### src/rtl/spi_sram_pkg.sv
// Shared opcodes, FSM encoding and field widths for the SPI SRAM command sequencer.
package spi_sram_pkg;

    localparam logic [7:0] CMD_RD = 8'h03;
    localparam logic [7:0] CMD_WR = 8'h02;

    localparam int BIDX_W = 2;
    localparam int CNT_W  = 4;

    typedef enum logic [2:0] {
        ST_IDLE    = 3'd0,
        ST_LOAD    = 3'd1,
        ST_SHIFT   = 3'd2,
        ST_RDSHIFT = 3'd3,
        ST_DONE    = 3'd4
    } state_e;

    // Frame order on the wire: opcode, address high, address low, data.
    function automatic logic [7:0] txByte(input logic [BIDX_W-1:0] bidx,
                                          input logic              rw,
                                          input logic [15:0]       addr,
                                          input logic [7:0]        wrData);
        logic [7:0] b;
        case (bidx)
            2'd0:    b = rw ? CMD_RD : CMD_WR;
            2'd1:    b = addr[15:8];
            2'd2:    b = addr[7:0];
            default: b = wrData;
        endcase
        return b;
    endfunction

endpackage

### src/rtl/spi_sram_seq_bit_ctr.sv
// Bit counter shared by the transmit and receive phases: loads to 1, counts up, flags 8.
module spi_bit_ctr
    import spi_sram_pkg::*;
(
    input  logic             clk_i,
    input  logic             rst_n_i,
    input  logic             load_i,
    input  logic             inc_i,
    output logic [CNT_W-1:0] cnt_o,
    output logic             term_o
);

    logic [CNT_W-1:0] cnt_q, cnt_d;

    always_comb begin
        cnt_d = cnt_q;
        if (load_i) begin
            cnt_d = CNT_W'(1);
        end else if (inc_i) begin
            cnt_d = cnt_q + CNT_W'(1);
        end
    end

    always_ff @(posedge clk_i) begin
        if (!rst_n_i) begin
            cnt_q <= '0;
        end else begin
            cnt_q <= cnt_d;
        end
    end

    assign cnt_o  = cnt_q;
    assign term_o = (cnt_q == CNT_W'(8));

endmodule

### src/rtl/spi_sram_seq.sv
// SPI SRAM command sequencer: frames single-byte reads/writes for the transmit buffer.
// Optional multi-byte burst continuation is enabled by defining SPI_SEQ_BURST_EN.
module spi_sram_seq
    import spi_sram_pkg::*;
(
    input  logic        sck_i,
    input  logic        rst_n_i,
    input  logic        start_i,
    input  logic        rw_i,
    input  logic [15:0] Addr_i,
    input  logic [7:0]  WrData_i,
    input  logic        sdi_i,
`ifdef SPI_SEQ_BURST_EN
    input  logic        more_i,
`endif
    output logic [7:0]  ParallelIn_o,
    output logic        LoadTx_o,
    output logic        ShiftTx_o,
    output logic [3:0]  TxCount_o,
    output logic        cs_n_o,
    output logic        busy_o,
    output logic        done_o,
    output logic [7:0]  RdData_o,
    output logic        RdValid_o
);

    state_e              state_q, state_d;
    logic [BIDX_W-1:0]   bidx_q, bidx_d;
    logic                rw_q, rw_d;
    logic [15:0]         addr_q, addr_d;
    logic [7:0]          wrData_q, wrData_d;
    logic [7:0]          pinHold_q, pinHold_d;
    logic [7:0]          shReg_q, shReg_d;
    logic [7:0]          rdData_q, rdData_d;
    logic                rdValid_q, rdValid_d;
    logic                ctrLoad, ctrInc, ctrTerm;
    logic [CNT_W-1:0]    ctrCnt;
    logic                burstMore;

`ifdef SPI_SEQ_BURST_EN
    assign burstMore = more_i;
`else
    assign burstMore = 1'b0;
`endif

    spi_bit_ctr u_bit_ctr (
        .clk_i   (sck_i),
        .rst_n_i (rst_n_i),
        .load_i  (ctrLoad),
        .inc_i   (ctrInc),
        .cnt_o   (ctrCnt),
        .term_o  (ctrTerm)
    );

    always_ff @(posedge sck_i) begin
        if (!rst_n_i) begin
            state_q <= ST_IDLE;
        end else begin
            state_q <= state_d;
        end
    end

    always_comb begin
        state_d = state_q;
        ctrLoad = 1'b0;
        ctrInc  = 1'b0;
        case (state_q)
            ST_IDLE: begin
                if (start_i) state_d = ST_LOAD;
            end
            ST_LOAD: begin
                state_d = ST_SHIFT;
                ctrLoad = 1'b1;
            end
            ST_SHIFT: begin
                if (!ctrTerm) begin
                    ctrInc = 1'b1;
                end else if (bidx_q == BIDX_W'(3)) begin
                    state_d = burstMore ? ST_LOAD : ST_DONE;
                end else if (bidx_q == BIDX_W'(2) && rw_q) begin
                    state_d = ST_RDSHIFT;
                    ctrLoad = 1'b1;
                end else begin
                    state_d = ST_LOAD;
                end
            end
            ST_RDSHIFT: begin
                if (!ctrTerm) begin
                    ctrInc = 1'b1;
                end else if (burstMore) begin
                    ctrLoad = 1'b1;
                end else begin
                    state_d = ST_DONE;
                end
            end
            ST_DONE: state_d = ST_IDLE;
            default: state_d = ST_IDLE;
        endcase
    end

    // The last byte of a read is taken straight from sdi so RdData is valid in DONE.
    always_comb begin
        bidx_d    = bidx_q;
        rw_d      = rw_q;
        addr_d    = addr_q;
        wrData_d  = wrData_q;
        pinHold_d = pinHold_q;
        shReg_d   = shReg_q;
        rdData_d  = rdData_q;
        rdValid_d = 1'b0;
        case (state_q)
            ST_IDLE: begin
                if (start_i) begin
                    rw_d     = rw_i;
                    addr_d   = Addr_i;
                    wrData_d = WrData_i;
                    bidx_d   = '0;
                end
            end
            ST_LOAD: pinHold_d = txByte(bidx_q, rw_q, addr_q, wrData_q);
            ST_SHIFT: begin
                if (ctrTerm) begin
                    if (bidx_q == BIDX_W'(3)) begin
                        if (burstMore) wrData_d = WrData_i;
                    end else if (!(bidx_q == BIDX_W'(2) && rw_q)) begin
                        bidx_d = bidx_q + BIDX_W'(1);
                    end
                end
            end
            ST_RDSHIFT: begin
                shReg_d = {shReg_q[6:0], sdi_i};
                if (ctrTerm) begin
                    rdData_d  = {shReg_q[6:0], sdi_i};
                    rdValid_d = 1'b1;
                end
            end
            default: ;
        endcase
    end

    always_ff @(posedge sck_i) begin
        if (!rst_n_i) begin
            bidx_q    <= '0;
            rw_q      <= 1'b0;
            addr_q    <= '0;
            wrData_q  <= '0;
            pinHold_q <= '0;
            shReg_q   <= '0;
            rdData_q  <= '0;
            rdValid_q <= 1'b0;
        end else begin
            bidx_q    <= bidx_d;
            rw_q      <= rw_d;
            addr_q    <= addr_d;
            wrData_q  <= wrData_d;
            pinHold_q <= pinHold_d;
            shReg_q   <= shReg_d;
            rdData_q  <= rdData_d;
            rdValid_q <= rdValid_d;
        end
    end

    always_comb begin
        ParallelIn_o = pinHold_q;
        LoadTx_o     = 1'b0;
        ShiftTx_o    = 1'b0;
        TxCount_o    = '0;
        cs_n_o       = 1'b1;
        busy_o       = (state_q != ST_IDLE);
        done_o       = 1'b0;
        case (state_q)
            ST_LOAD: begin
                LoadTx_o     = 1'b1;
                cs_n_o       = 1'b0;
                ParallelIn_o = txByte(bidx_q, rw_q, addr_q, wrData_q);
            end
            ST_SHIFT: begin
                ShiftTx_o = 1'b1;
                TxCount_o = ctrCnt;
                cs_n_o    = 1'b0;
            end
            ST_RDSHIFT: cs_n_o = 1'b0;
            ST_DONE:    done_o = 1'b1;
            default: ;
        endcase
    end

    assign RdData_o  = rdData_q;
    assign RdValid_o = rdValid_q;

endmodule

### config.mk
export PLATFORM = sky130hd
export DESIGN_NAME = spi_sram_seq
export DESIGN_NICKNAME = d
export VERILOG_FILES = /design/src/rtl/spi_sram_pkg.sv /design/src/rtl/spi_sram_seq_bit_ctr.sv /design/src/rtl/spi_sram_seq.sv
export SDC_FILE = /design/constraint.sdc
export NUM_CORES = 1
export LEC_CHECK = 0
export ABC_CLOCK_PERIOD_IN_PS = 5140
export CORE_MARGIN = 5
export CORE_UTILIZATION = 54
export CTS_CLUSTER_SIZE = 24
export DETAILED_ROUTE_END_ITERATION = 10
export GPL_TIMING_DRIVEN = 1
export MAX_ROUTING_LAYER = met4
export PLACE_DENSITY = 0.82
export SETUP_SLACK_MARGIN = 0.05
export SYNTH_ARGS = -nofsm -noshare
export SYNTH_HDL_FRONTEND = slang
export SYNTH_SLANG_ARGS = --single-unit
### constraint.sdc
create_clock -name sck_i -period 5.14 [get_ports sck_i]
set_clock_uncertainty 0.2 [all_clocks]
set_input_delay 1.028 -clock sck_i [delete_from_list [all_inputs] [get_ports sck_i]]
set_output_delay 1.028 -clock sck_i [all_outputs]
set_load 0.005 [all_outputs]
==> results.txt, run 1 <==
status = complete, no violations
DP HPWL = 4090 um
post-synthesis cell count = 328
minimum hold slack = 0.254 ns
count leader, synth = nand2_1
terminus of the critical flop-to-flop path = bidx_q[0]
crit path capture = ParallelIn_o[0]
via density per instance = 5.79
Max Root-Sink Buffers = 2
max_slew headroom = 42.7%
max-cap violations = 0
initial antenna violation count = 0
vias in the first global route = 2165
Critical Path AT = 2.58 ns
Mapped Nets = 363
mux share of post-synthesis cell area = 0.389%
Placement Cell Area = 3080 um2
P&R area growth vs syn = 27.8%
min-delay worst type = reg2reg
gr usage total = 20.6%
Starting Density = 55.2%
synth top area cells = dfxtp_1, nand2_1, a21oi_1
clock share of power = 43.9%
fin crit share = 74.1%
die width = 79.1 um
nets@finish = 404
Yosys reg bits = 58
Chip Height = 79.1 um
worst slew pin tran = 0.859 ns
Inserted Clock Buffers = 9
DRC Markers = 0
DRT antenna net count = 0
internal power = 790 uW
post_cts resized = 0
Hold Violations, Final = 0
DR WL/cell = 14.3 um
Critical Path Start Type = flop
post-layout util = 70.6%
pin count of the biggest net entering global routing = 27
critical path cell sequence = or3b_1 -> a211o_1 -> nand2_1 -> clkdlybuf4s50_1
flop-to-flop setup slack = 2.89 ns
initial drt markers = 191
GR Overflow Total = 0
r2r startpoint = state_q[1]
Tmin final = 3.81 ns
Rows = 25
first-pass iteration count of the detailed router = 5
routability cong. = 0.880
Post-synth EDFFs = 0
most used flip-flop cell after synthesis = dfxtp_1
root buffer cell = clkbuf_8
clk sinks = 58
Post-Synth Simple-Gate Area = 24.6%
post-route cell area = 3290 um2
synth warn = 0
CP Data Required Time = 3.91 ns
syn_area_per_cell = 7.85 um2
Seq pwr share = 47.1%
critical path class = reg2out
global-route wire length before repair = 9930 um
WL final = 6110 um
Max VDD drop = 185 uV
overall power = 1020 uW
worst setup path startpoint = state_q[0]
via count = 2466
Setup violations, final = 0
top cells by count, synth = nand2_1, dfxtp_1, a21oi_1
Sw Share = 22.3%
worst-case reg-to-reg path depth = 3
mapped cell area = 2570 um2
clk_lat worst skew = 0.33 ns
clock transition at the registers of the reported paths = 0.06 ns
layout cell share with drive strength beyond 1 = 4.57%
Peak Freq = 263 MHz
full die area = 6250 um2
combinational fraction of design power = 9.0%
LEAKAGE = 0.00118 uW
RSZ-0062 raised after global routing = no
crit-path max FO = 26
post-synth top area share = 45.1%
Synth Area in Compound Gates = 21.6%
largest area contributor in the netlist = dfxtp_1
Setup Buffers After CTS = 0
adder-cell share of the synthesized area = 2.92%
Slowest Stage Delay on Critical Path = 0.70 ns
port bufs = 54
post-synthesis sequential area ratio = 45.1%
switching power total = 227 uW
Post-Synth XOR/XNOR Area = 0%
H-tree level count = 3
Post-CTS Hold Fix Bufs = 0
Slew Limit Fails = 0
Std-Cell Core Area = 4660 um2
Critical Path End Type = output port
Slowest-stage cell, CP = or3b_1
IO Pins = 55
PD cells = 309 nW/um2
FFs w/ async S/R, synth = 0%
CTS tree = yes
Fin Setup TNS = 0 ns
n_diodes = 0
synth unique cells = 41
largest family of logic cells by synthesized area = simple AND/OR/NAND/NOR gates
## layout by cell type (no fill, tap or decap), drive strengths merged, types with 3 or more instances in the layout
master,instances
nand2,81
dfxtp,58
clkdlybuf4s50,54
a21oi,46
o21ai,30
nand3,19
clkbuf,11
inv,6
nor2,6
a221o,6
ha,6
nor2b,4
nor3,3
nand3b,3
## per-stage QoR
stage                     instances  worst slack (ns)
after floorplan                 328              2.56
final                           426              1.33
after CTS                       426              1.34
after detailed placement        412              1.71
after global placement          412              1.77
after global routing            426              1.20
## cells by family after synthesis
| group | Yosys count |
|---|---|
| mux | 1 |
| compound gates | 96 |
| fa+ha+maj | 6 |
| buf+inv | 33 |
| simple gates | 134 |
| flops | 58 |
## cell type report
| type | instances | area (um2) |
|---|---|---|
| Fill cell | 393 | 1370 |
| Multi-Input combinational cell | 237 | 1270 |
| Sequential cell | 58 | 1160 |
| Timing Repair Buffer | 56 | 556 |
| Clock buffer | 11 | 141 |
| Tap cell | 54 | 67.6 |
| Clock inverter | 3 | 65.1 |
| Inverter | 7 | 26.3 |
## sequential cells by signal, indices dropped and copies added, names as in the netlist
register,cells
RdData_o,8
shReg_q,7
u_bit_ctr.cnt_o,4
addr_q,16
pinHold_q,8
RdValid_o,1
state_q,3
wrData_q,8
bidx_q,2
rw_q,1
## worst max-delay path: cells and delay by family, from the launching register on
kind,cells,cell delay (ns)
and+or+nand+nor,2,0.76
DFF,1,0.62
buffers and inverters,1,0.49
AOI/OAI and AO/OA,1,0.36
## routing by layer
| metal | wire, um | track usage, % | up-vias |
|---|---|---|---|
| met1 | 2840 | 27.4 | 1155 |
| met5 | 0 | - | - |
| li1 | - | - | 1218 |
| met2 | 2760 | 30.4 | 84 |
| met3 | 409 | 5.78 | 9 |
| met4 | 98 | 6.53 | 0 |
## power groups by stage
| stage | clock [uW] | sequential (uW) | combinational (uW) |
|---|---|---|---|
| after floorplan | 0 | 483 | 54.8 |
| after global placement | 0 | 487 | 89.5 |
| after detailed placement | 0 | 488 | 90.9 |
| after CTS | 454 | 478 | 91.5 |
| after global routing | 477 | 481 | 101 |
| final | 447 | 479 | 91.3 |
## worst min-delay path by stage
stage | slack, ns | startpoint | depth (start not counted) | endpoint
detailed placement | 0.25 | wrData_q[2] | 2 | wrData_q[2]
finish | 0.25 | wrData_q[2] | 2 | wrData_q[2]
floorplan | 0.23 | wrData_q[2] | 2 | wrData_q[2]
global route | 0.27 | wrData_q[2] | 2 | wrData_q[2]
CTS | 0.25 | wrData_q[2] | 2 | wrData_q[2]
global placement | 0.24 | wrData_q[5] | 2 | wrData_q[5]
Note: power is estimated with default switching activity, not from simulation.
==> run 2, diff against run 1 <==
--- a/config.mk
+++ b/config.mk
@@ -5,14 +5,14 @@
 export SDC_FILE = /design/constraint.sdc
 export NUM_CORES = 1
 export LEC_CHECK = 0
-export ABC_CLOCK_PERIOD_IN_PS = 5140
+export ABC_CLOCK_PERIOD_IN_PS = 3080
 export CORE_MARGIN = 5
-export CORE_UTILIZATION = 54
+export CORE_UTILIZATION = 45
 export CTS_CLUSTER_SIZE = 24
 export DETAILED_ROUTE_END_ITERATION = 10
 export GPL_TIMING_DRIVEN = 1
 export MAX_ROUTING_LAYER = met4
-export PLACE_DENSITY = 0.82
+export PLACE_DENSITY = 0.73
 export SETUP_SLACK_MARGIN = 0.05
 export SYNTH_ARGS = -nofsm -noshare
 export SYNTH_HDL_FRONTEND = slang
==> constraint.sdc (replaced) <==
create_clock -name sck_i -period 3.08 [get_ports sck_i]
set_clock_uncertainty 0.2 [all_clocks]
set_input_delay 0.616 -clock sck_i [delete_from_list [all_inputs] [get_ports sck_i]]
set_output_delay 0.616 -clock sck_i [all_outputs]
set_load 0.005 [all_outputs]
==> run 2 against run 1 <==
Power rose by 63%. Via count fell by 1.0%. Sequential cell count unchanged. Die area is 17% higher. Clock-buffer cell count down 1. Non-clock buffer count up 6. Register-to-register slack got worse by 1.9 ns. Clock power increased by 55%. Critical path depth increased by 2. Sequential power up 67%. Global-route usage fell by 1.2 points. Cell count rose by 5.9%.
==> results.txt, run 2 (synthesis gave the netlist of run 1 again) <==
status = complete, no violations
CP top delay family = compound AO/OA/AOI/OAI gates
initial drt markers = 229
root buffer cell = clkbuf_8
Starting Density = 46.5%
full die area = 7340 um2
clk sinks = 58
post_cts resized = 3
Setup Buffers After CTS = 0
gr usage total = 19.4%
LEAKAGE = 0.00119 uW
worst slew pin tran = 0.611 ns
Hold Violations, Final = 0
fin crit share = 96.1%
Fin Setup TNS = 0 ns
Max Root-Sink Buffers = 2
global-route wire length before repair = 11000 um
Slowest-stage cell, CP = clkdlybuf4s50_1
Chip Height = 85.6 um
DR WL/cell = 14.6 um
critical path cell sequence = inv_1 -> ha_2 -> a221o_1 -> o21ai_1 -> o21ai_0 -> clkdlybuf4s50_1
minimum hold slack = 0.264 ns
Inserted Clock Buffers = 9
max_slew headroom = 59.3%
Critical Path End Type = output port
Critical Path AT = 2.14 ns
via count = 2441
port bufs = 54
Std-Cell Core Area = 5540 um2
non-filler cells, final = 451
nets@finish = 410
Rows = 27
vias in the first global route = 2265
crit-path max FO = 10
Tmin final = 2.96 ns
die width = 85.6 um
P&R area growth vs syn = 30.1%
min-delay worst type = reg2reg
pin count of the biggest net entering global routing = 28
critical path class = reg2out
Peak Freq = 338 MHz
CTS tree = yes
Post-CTS Hold Fix Bufs = 0
via density per instance = 5.41
Slew Limit Fails = 0
GR Overflow Total = 0
post-placement setup slack = 0.406 ns
RSZ-0062 raised after global routing = yes
initial antenna violation count = 0
WL final = 6580 um
DP HPWL = 4570 um
CP Data Required Time = 2.26 ns
first-pass iteration count of the detailed router = 4
WP buf/inv = 2
max-cap violations = 0
most frequent cells in the layout = nand2_1, dfxtp_1, clkdlybuf4s50_1, a21oi_1, o21ai_0
H-tree level count = 3
clk_lat worst skew = 0.33 ns
Critical Path Start Type = flop
max reg flops = 16
PD cells = 494 nW/um2
layout cell share with drive strength beyond 1 = 7.39%
DRC Markers = 0
Slowest Stage Delay on Critical Path = 0.48 ns
Setup violations, final = 0
Max VDD drop = 391 uV
n_diodes = 0
final setup margin = 0.120 ns
post-route cell area = 3350 um2
routability cong. = 0.934
clock transition at the registers of the reported paths = 0.07 ns
Placement Cell Area = 3150 um2
DRT antenna net count = 0
IO Pins = 55
most common cell after layout, fill and taps aside = nand2_1
Reg with most FFs = addr_q
DP Cell Count = 436
run 2: cell types whose count changed in the layout (fill, tap and decap cells not counted), sizes merged:
cell      before  now
bufinv         2    1
clkinvlp       0    2
buf            2    8
clkinv         2    3
clkbuf        11   10
run 2: stage by stage:
step | util [%] | power (uW)
4_1_cts | 60.5 | 1660
2_1_floorplan | - | 898
6_report | 60.5 | 1660
3_3_place_gp | 56.9 | 979
3_5_place_dp | 56.9 | 980
5_1_grt | 60.5 | 1720
run 2: power by group:
part           switching [uW]  leakage (uW)  internal (uW)
registers                21.9      0.000472            777
clock network             304     0.0000941            388
logic                    85.5      0.000623           79.9
total                     411       0.00119           1240
run 2: worst paths after layout:
check,startpoint,end,slack [ns],cells after the start
setup / recovery,bidx_q[0],ParallelIn_o[2],0.12,6
hold reg to reg,wrData_q[7],wrData_q[7],0.26,2
hold / removal,wrData_q[7],wrData_q[7],0.26,2
setup reg to reg,u_bit_ctr.cnt_o[0],bidx_q[0],1.02,5
run 2: worst reg2reg max path, stage by stage (launching register included):
cell	delay [ns]
dfxtp_1	0.36
inv_1	0.09
ha_1	0.23
and3b_1	0.58
nand3_1	0.22
o211a_1	0.27
run 2: cell type report:
cell class	instances	area (um2)
clock buffer	10	138
clock inverter	5	55.1
fill	510	2190
inverter	7	26.3
multi-input combinational	237	1280
sequential	58	1160
tap	72	90.1
timing repair buffer	62	601
run 2: per-layer routing:
| layer | share of wire, % | up-vias | GRT usage (%) |
|---|---|---|---|
| li1 | - | 1231 | - |
| met1 | 47 | 1134 | 27.4 |
| met2 | 45 | 65 | 27.0 |
| met3 | 6.2 | 11 | 3.07 |
| met4 | 1.9 | 0 | 8.78 |
| met5 | 0 | - | - |
==> run 3, diff against run 2 <==
--- a/config.mk
+++ b/config.mk
@@ -5,6 +5,7 @@
 export SDC_FILE = /design/constraint.sdc
 export NUM_CORES = 1
 export LEC_CHECK = 0
+export ABC_AREA = 0
 export ABC_CLOCK_PERIOD_IN_PS = 3080
 export CORE_MARGIN = 5
 export CORE_UTILIZATION = 45
==> results of run 3 <==
The final DEF is identical to that of run 2; final timing and power are the same.
